--- src/rtl/max7219_receiver.sv ---
// Far-end receiver for the MAX7219 serial link: synchronises DIN/CS/SCLK,
// deserialises 16-bit frames and keeps a shadow copy of the display registers.
module max7219_receiver #(
  parameter int SYNC_STAGES = 2
) (
  input  logic        clk,
  input  logic        rst_n,
  input  logic        DIN,
  input  logic        CS,
  input  logic        SCLK,
  input  logic [2:0]  row_sel,
  output logic [7:0]  row_data,
  output logic        reg_wr_valid,
  output logic [3:0]  reg_addr,
  output logic [7:0]  reg_data,
  output logic        frame_err,
  output logic [7:0]  decode_mode,
  output logic [3:0]  intensity,
  output logic [2:0]  scan_limit,
  output logic        shutdown,
  output logic        display_test,
  output logic [15:0] frame_count
);

  // [SYNC_STAGES-1] is the synchronised value, [SYNC_STAGES] the history flop
  logic [SYNC_STAGES:0] din_sr, cs_sr, sclk_sr;

  always_ff @(posedge clk or negedge rst_n) begin
    if (!rst_n) begin
      din_sr  <= '0;
      cs_sr   <= '1;
      sclk_sr <= '0;
    end else begin
      din_sr  <= {din_sr[SYNC_STAGES-1:0], DIN};
      cs_sr   <= {cs_sr[SYNC_STAGES-1:0], CS};
      sclk_sr <= {sclk_sr[SYNC_STAGES-1:0], SCLK};
    end
  end

  logic din_s, cs_s, cs_rise, cs_fall, sclk_rise;

  assign din_s     = din_sr[SYNC_STAGES-1];
  assign cs_s      = cs_sr[SYNC_STAGES-1];
  assign cs_rise   = cs_s & ~cs_sr[SYNC_STAGES];
  assign cs_fall   = ~cs_s & cs_sr[SYNC_STAGES];
  assign sclk_rise = sclk_sr[SYNC_STAGES-1] & ~sclk_sr[SYNC_STAGES] & ~cs_s;

  // Only the low 12 bits of a frame reach the decoder, so the top nibble is never stored
  logic [11:0] shift;
  logic [4:0]  bit_cnt;
  logic        accept, too_short, too_long;
  logic [3:0]  addr_m1;
  logic [7:0]  digit [8];

  assign accept    = cs_rise && (bit_cnt >= 5'd16);
  assign too_short = cs_rise && (bit_cnt < 5'd16);
  assign too_long  = cs_rise && (bit_cnt > 5'd16);
  assign addr_m1   = shift[11:8] - 4'd1;

  always_ff @(posedge clk or negedge rst_n) begin
    if (!rst_n) begin
      shift   <= '0;
      bit_cnt <= '0;
    end else if (cs_rise) begin
      bit_cnt <= bit_cnt;
    end else if (cs_fall) begin
      bit_cnt <= '0;
    end else if (sclk_rise) begin
      shift <= {shift[10:0], din_s};
      if (bit_cnt != 5'd31)
        bit_cnt <= bit_cnt + 5'd1;
    end
  end

  always_ff @(posedge clk or negedge rst_n) begin
    if (!rst_n) begin
      reg_wr_valid <= 1'b0;
      frame_err    <= 1'b0;
      reg_addr     <= '0;
      reg_data     <= '0;
      frame_count  <= '0;
      decode_mode  <= '0;
      intensity    <= '0;
      scan_limit   <= '0;
      shutdown     <= 1'b1;
      display_test <= 1'b0;
      for (int i = 0; i < 8; i++)
        digit[i] <= '0;
    end else begin
      reg_wr_valid <= accept;
      frame_err    <= too_short | too_long;
      if (accept) begin
        reg_addr    <= shift[11:8];
        reg_data    <= shift[7:0];
        frame_count <= frame_count + 16'd1;
        case (shift[11:8])
          4'h1, 4'h2, 4'h3, 4'h4,
          4'h5, 4'h6, 4'h7, 4'h8: digit[addr_m1[2:0]] <= shift[7:0];
          4'h9:    decode_mode  <= shift[7:0];
          4'hA:    intensity    <= shift[3:0];
          4'hB:    scan_limit   <= shift[2:0];
          4'hC:    shutdown     <= ~shift[0];
          4'hF:    display_test <= shift[0];
          default: ;
        endcase
      end
    end
  end

  // Read sees the pre-write value when the same row is written on this edge
  always_ff @(posedge clk or negedge rst_n) begin
    if (!rst_n)
      row_data <= '0;
    else
      row_data <= digit[row_sel];
  end

endmodule

--- config.mk ---
export PLATFORM = sky130hd
export DESIGN_NAME = max7219_receiver
export DESIGN_NICKNAME = d
export VERILOG_FILES = /design/src/rtl/max7219_receiver.sv
export SDC_FILE = /design/constraint.sdc
export NUM_CORES = 1
export LEC_CHECK = 0
export ABC_AREA = 0
export BUFFER_PORTS_ARGS = -buffer_cell sky130_fd_sc_hd__buf_2
export CORE_MARGIN = 8
export CORE_UTILIZATION = 25
export CTS_BUF_LIST = sky130_fd_sc_hd__clkbuf_8
export CTS_CLUSTER_SIZE = 30
export DETAILED_ROUTE_END_ITERATION = 10
export SETUP_SLACK_MARGIN = 0.02
export SYNTH_ARGS = -nofsm -noshare
export SYNTH_HDL_FRONTEND = slang
export SYNTH_SLANG_ARGS = --single-unit
--- constraint.sdc ---
create_clock -name clk -period 2.05 [get_ports clk]
set_input_delay 0.205 -clock clk [delete_from_list [all_inputs] [get_ports clk]]
set_output_delay 0.205 -clock clk [all_outputs]
set_load 0.005 [all_outputs]
Word level (Yosys, flattened, before mapping)
Index checks and enable logic that the tools add are counted.
{"block": "totals", "reg_bits": 144, "latch_bits": 0, "ram_bits": 0, "mem_bits_ro": 0, "input_bits": 8, "out_inout_bits": 55, "mem_count": 0}
{"block": "classes", "n_addsub": 3, "mul": 0, "n_div": 0, "n_lt_le_gt_ge": 6, "n_eq_ne": 14, "shift": 0, "muxes": 9, "n_bitwise": 13, "n_reduce_logical": 15}
{"cell": "64-bit bitwise mux", "n": 1}
{"cell": "8-bit binary-select mux with 3-bit select", "n": 1}
{"cell": "8-bit demux with 3-bit select", "n": 1}
{"cell": "4-bit == test, second input constant", "n": 6}
{"cell": "8-bit 2-to-1 mux", "n": 3}
{"cell": "16-bit by 1-bit adder with 16-bit output, second input constant", "n": 1}
{"cell": "4-bit by 3-bit == test with 1-bit output, second input constant", "n": 4}
{"cell": "5-bit 2-to-1 mux", "n": 3}
{"cell": "2-bit AND reduction", "n": 6}
{"cell": "4-bit by 2-bit == test with 1-bit output, second input constant", "n": 2}
{"cell": "4-bit >= comparator, second input constant", "n": 2}
{"cell": "3-bit inverter with 4-bit output", "n": 2}
{"cell": "8-bit OR reduction", "n": 1}
{"cell": "1-bit inverter", "n": 6}
{"cell": "3-bit AND reduction", "n": 2}
{"cell": "5-bit by 1-bit adder with 5-bit output, second input constant", "n": 1}
{"cell": "5-bit >= comparator, second input constant", "n": 1}
{"cell": "5-bit > comparator, second input constant", "n": 1}
{"cell": "5-bit less-than comparator, second input constant", "n": 1}
{"cell": "5-bit inequality test, second input constant", "n": 1}
{"cell": "1-bit AND", "n": 4}
{"cell": "4-bit by 1-bit == test with 1-bit output, second input constant", "n": 1}
{"cell": "1-bit logical AND", "n": 4}
{"cell": "4-bit by 1-bit less-than comparator with 1-bit output, second input constant", "n": 1}
{"cell": "3 further kinds", "n": 4}

Longest topological paths before layout
{"block": "depth", "word_depth": 7, "mapped_depth": 8, "ltp_nobuf": 7}

Worst setup path before layout
Ideal clock, no wire load.
{"block": "synth_path", "kind": "register -> register", "start": "reg shift[8]", "end": "reg digit[10] in the netlist's numbering", "arrival_time_ns": 2.156, "t_required_ns": 1.925, "setup_slack_ns": -0.230, "path_stages_with_launch": 7, "path_buffers": 1, "period_less_slack_ns": 2.280, "path_cell_list": "dfrtp_1 clkbuf_1 inv_1 ha_1 o32a_2 nor3_4 mux2_2"}
{"block": "synth_between", "elab_chain_len": 7}
{"item": "start: declaration", "line": "49", "rtl": "logic [11:0] shift;"}
{"item": "start signal: assignment", "line": "69", "rtl": "shift <= {shift[10:0], din_s};"}
{"item": "3-bit by 1-bit subtractor with 3-bit output", "line": "58", "rtl": "assign addr_m1 = shift[11:8] - 4'd1;"}
{"item": "3-bit inverter with 4-bit output (implied by the code)", "line": "98", "rtl": "4'h5, 4'h6, 4'h7, 4'h8: digit[addr_m1[2:0]] <= shift[7:0];"}
{"item": "4-bit >= comparator (implied by the code) / 4-bit by 1-bit less-than comparator with 1-bit output (equally long branches)", "line": "98"}
{"item": "1-bit logical AND (implied by the code)", "line": "98"}
{"item": "8-bit 2-to-1 mux (implied by the code)", "line": "98"}
{"item": "8-bit demux with 3-bit select", "line": "98"}
{"item": "64-bit bitwise mux", "line": "98"}
{"item": "end signal: indexed assignment", "line": "98"}
{"item": "end: declaration", "line": "53", "rtl": "logic [7:0] digit [8];"}
Parallel ways exist; a longest one is shown, timed or not.
A chain may end at the register's enable or synchronous reset.

Worst setup path after layout
{"block": "layout_path", "start": "reg shift[9]", "end": "reg digit[40] in the netlist's numbering"}
The elaborated chain is that of the path after synthesis.

==> impl_metrics.json <==
{
  "cts_tree": "built",
  "worst_setup_path_end_kind": "flop",
  "initial_core_util_pct": 25.2,
  "drc_errors": 0,
  "powerDensity_nw_per_um2": 750,
  "synth_edf_count": 0,
  "dpl.hpwl_um": 10100,
  "fin_cells": 877,
  "worstPathMaxFanout": 4,
  "synth_cells": 431,
  "setup_viol_count_final": 12,
  "first_global_vias": 4169,
  "postRouteAntennaNets": 0,
  "path_common_cell": "buf_6",
  "synth_top_cell_by_area": "dfrtp_1",
  "viasPerCell": 4.31,
  "cp.arrival_ns": 2.41,
  "wl_per_cell_um": 16.8,
  "yosysWarnings": 0,
  "crit_chain": "inv_2 > ha_4 > buf_6 > nand2b_4 > o32a_4 > nor3_4 > buf_6 > mux2_4",
  "die_w_um": 172,
  "grt_pass1_wl_um": 23700,
  "overflow": 0,
  "relSlewSlack_pct": 56.8,
  "yosys-top-cells-area": "dfrtp_1, mux2_2, mux4_2",
  "synth_area_per_cell_um2": 14.2,
  "fmaxAchievable_ghz": 0.481,
  "htreeDepth": 4,
  "synthDistinctLibCells": 39,
  "cp_top_family": "flip-flops",
  "worst_pin_slew_ns": 0.648,
  "rsz0062_at_grt": "true",
  "core.rowCount": 57,
  "violations": "negative setup slack",
  "grt.total_usage_pct": 10.6,
  "place_ws_ns": -0.0821,
  "ir_drop_uv": 275,
  "drive_gt1_share_pct": 52.3,
  "post-route-min-period_ns": 2.08,
  "min_path_type": "in2reg",
  "finalHoldViolations": 0,
  "leakagePower_nw": 3.93,
  "crit_required_ns": 2.39,
  "synthToLayoutAreaGrowth_pct": 29.4,
  "gp_congestion": 0.769,
  "crit_buf_inv": 3,
  "fin_util_pct": 32.7,
  "syn_nets": 449,
  "fillers": 2340,
  "setup-tns-final_ns": -0.204,
  "io_pins": 63,
  "cts_buffers": 17,
  "maxCapViolations": 0,
  "wl_um": 14700,
  "clockRootBuffer": "clkbuf_8",
  "dieArea_um2": 29700,
  "port_buffers": 62,
  "vias": 3783,
  "ys_seq_area_share_pct": 59.1,
  "postSynth.asyncResetShare_pct": 100,
  "fp.dieH_um": 172,
  "fin_ws_ns": -0.0279,
  "cts.sinks": 144,
  "grt_max_degree": 69,
  "syn-cell-area_um2": 6100,
  "ys_ff_latch": 144,
  "synthTopCellsByCount": "dfrtp_1, mux2_2, nand2_1",
  "core_um2": 24200,
  "yosys.area.top_type_share_pct": 57.4,
  "cts_buffer_depth": 2,
  "drtIter0Drc": 175,
  "finalCritPeriodShare_pct": 101,
  "placed_cells": 836,
  "yosys_most_used_dff": "dfrtp_1",
  "final.setup_skew_ns": 0.0126,
  "first_pass_iters": 4,
  "path_clk_slew_ns": 0.07,
  "status": "finished, violations left",
  "path_class": "reg2reg",
  "yosysMostFrequentCell": "dfrtp_1",
  "cpMaxStageDelayCell": "dfrtp_1",
  "antenna-diode-count": 0,
  "antenna_found_initial": 0,
  "cp-start-kind": "flop",
  "cp_slowest_stage_delay_ns": 0.42,
  "drv_slew": 0,
  "clk-insertion-delay-late_ns": 0.46,
  "nets": 559
}
-- area by class of cell --
type / count / area, µm² / share of cell area, %
sequential: 144 / 3610 / 45.7
multi-input combinational: 258 / 2610 / 33.0
timing repair buffer: 112 / 803 / 10.2
tap: 324 / 405 / 5.13
clock buffer: 19 / 262 / 3.31
clock inverter: 12 / 181 / 2.30
inverter: 8 / 32.5 / 0.412
-- state kept, by name, indices dropped and copies added (netlist names), 5 cells and up --
register	flops
row_data	8
frame_count	16
reg_data	8
shift	12
digit	64
decode_mode	8
bit_cnt	5
-- kinds of logic (layout without fill, tap and decap cells) --
kind of cell | Yosys count | in the layout | synth area share (%)
adder cells (fa/ha/maj) | 10 | 10 | 2.05
XOR/XNOR | 18 | 18 | 2.58
buffers and inverters | 29 | 151 | 2.15
AND/OR/NAND/NOR | 101 | 101 | 8.38
AO/OA/AOI/OAI | 15 | 15 | 1.74
flip-flops | 144 | 144 | 59.1
multiplexers | 114 | 114 | 24.0
-- layout by cell type (no fill, tap or decap), types with 7 or more instances in the layout --
| cell type | instances |
|---|---|
| xnor2_1 | 13 |
| buf_2 | 61 |
| buf_6 | 16 |
| mux4_2 | 16 |
| mux2_4 | 16 |
| mux2_2 | 82 |
| nand2_1 | 57 |
| buf_4 | 27 |
| dfrtp_1 | 140 |
| nand3_1 | 7 |
| clkbuf_8 | 19 |
-- metrics by stage --
stage	hold WS, ns	area (µm²)	total power [mW]
after floorplan	-0.0906	6150	3.23
after global placement	0.262	7110	3.42
after detailed placement	0.271	7110	3.44
after CTS	0.212	7750	5.98
after global routing	0.212	7900	6.18
final	0.225	7900	5.92
-- metal layers --
| metal | vias up | global-route usage, % | wire (µm) |
|---|---|---|---|
| met1 | 1942 | 12.6 | 6390 |
| met2 | 75 | 17.4 | 7260 |
| met5 | - | 0 | 0 |
| li1 | 1740 | - | - |
| met4 | 0 | 5.06 | 396 |
| met3 | 26 | 2.99 | 686 |
-- worst reg2reg max path, stage by stage (launching register included) --
cell and delay [ns]:
dfrtp_1 0.42, inv_2 0.12, ha_4 0.23, buf_6 0.12
nand2b_4 0.13, o32a_4 0.24, nor3_4 0.22, buf_6 0.18
mux2_4 0.30
-- what timing repair did --
action                     4_1_cts  5_1_grt
buffers inserted                 4        2
hold buffers                     4        0
cloned                           0        1
resized for setup               30       34
pin swaps                        3        5
hold endpoints to repair        64        0
setup endpoints to repair       63       84
-- final timing paths --
kind | slack [ns] | endpoint | startpoint | cells after the start
max | -0.03 | digit[40] | shift[9] | 8
min | 0.22 | row_data[5] | row_sel[2] | 2
max reg2reg | -0.03 | digit[40] | shift[9] | 8
min reg2reg | 0.35 | sclk_sr[1] | sclk_sr[0] | 0
max in group asynchronous | 1.05 | digit[40] | rst_n | 3
min in group asynchronous | 0.33 | row_data[0] | rst_n | 2
-- where the power goes --
group / internal (mW) / switching (mW)
Clock: 1.39 / 1.11
Sequential: 2.90 / 0.212
Combinational: 0.146 / 0.163
Power figures use the tool's default switching activity.
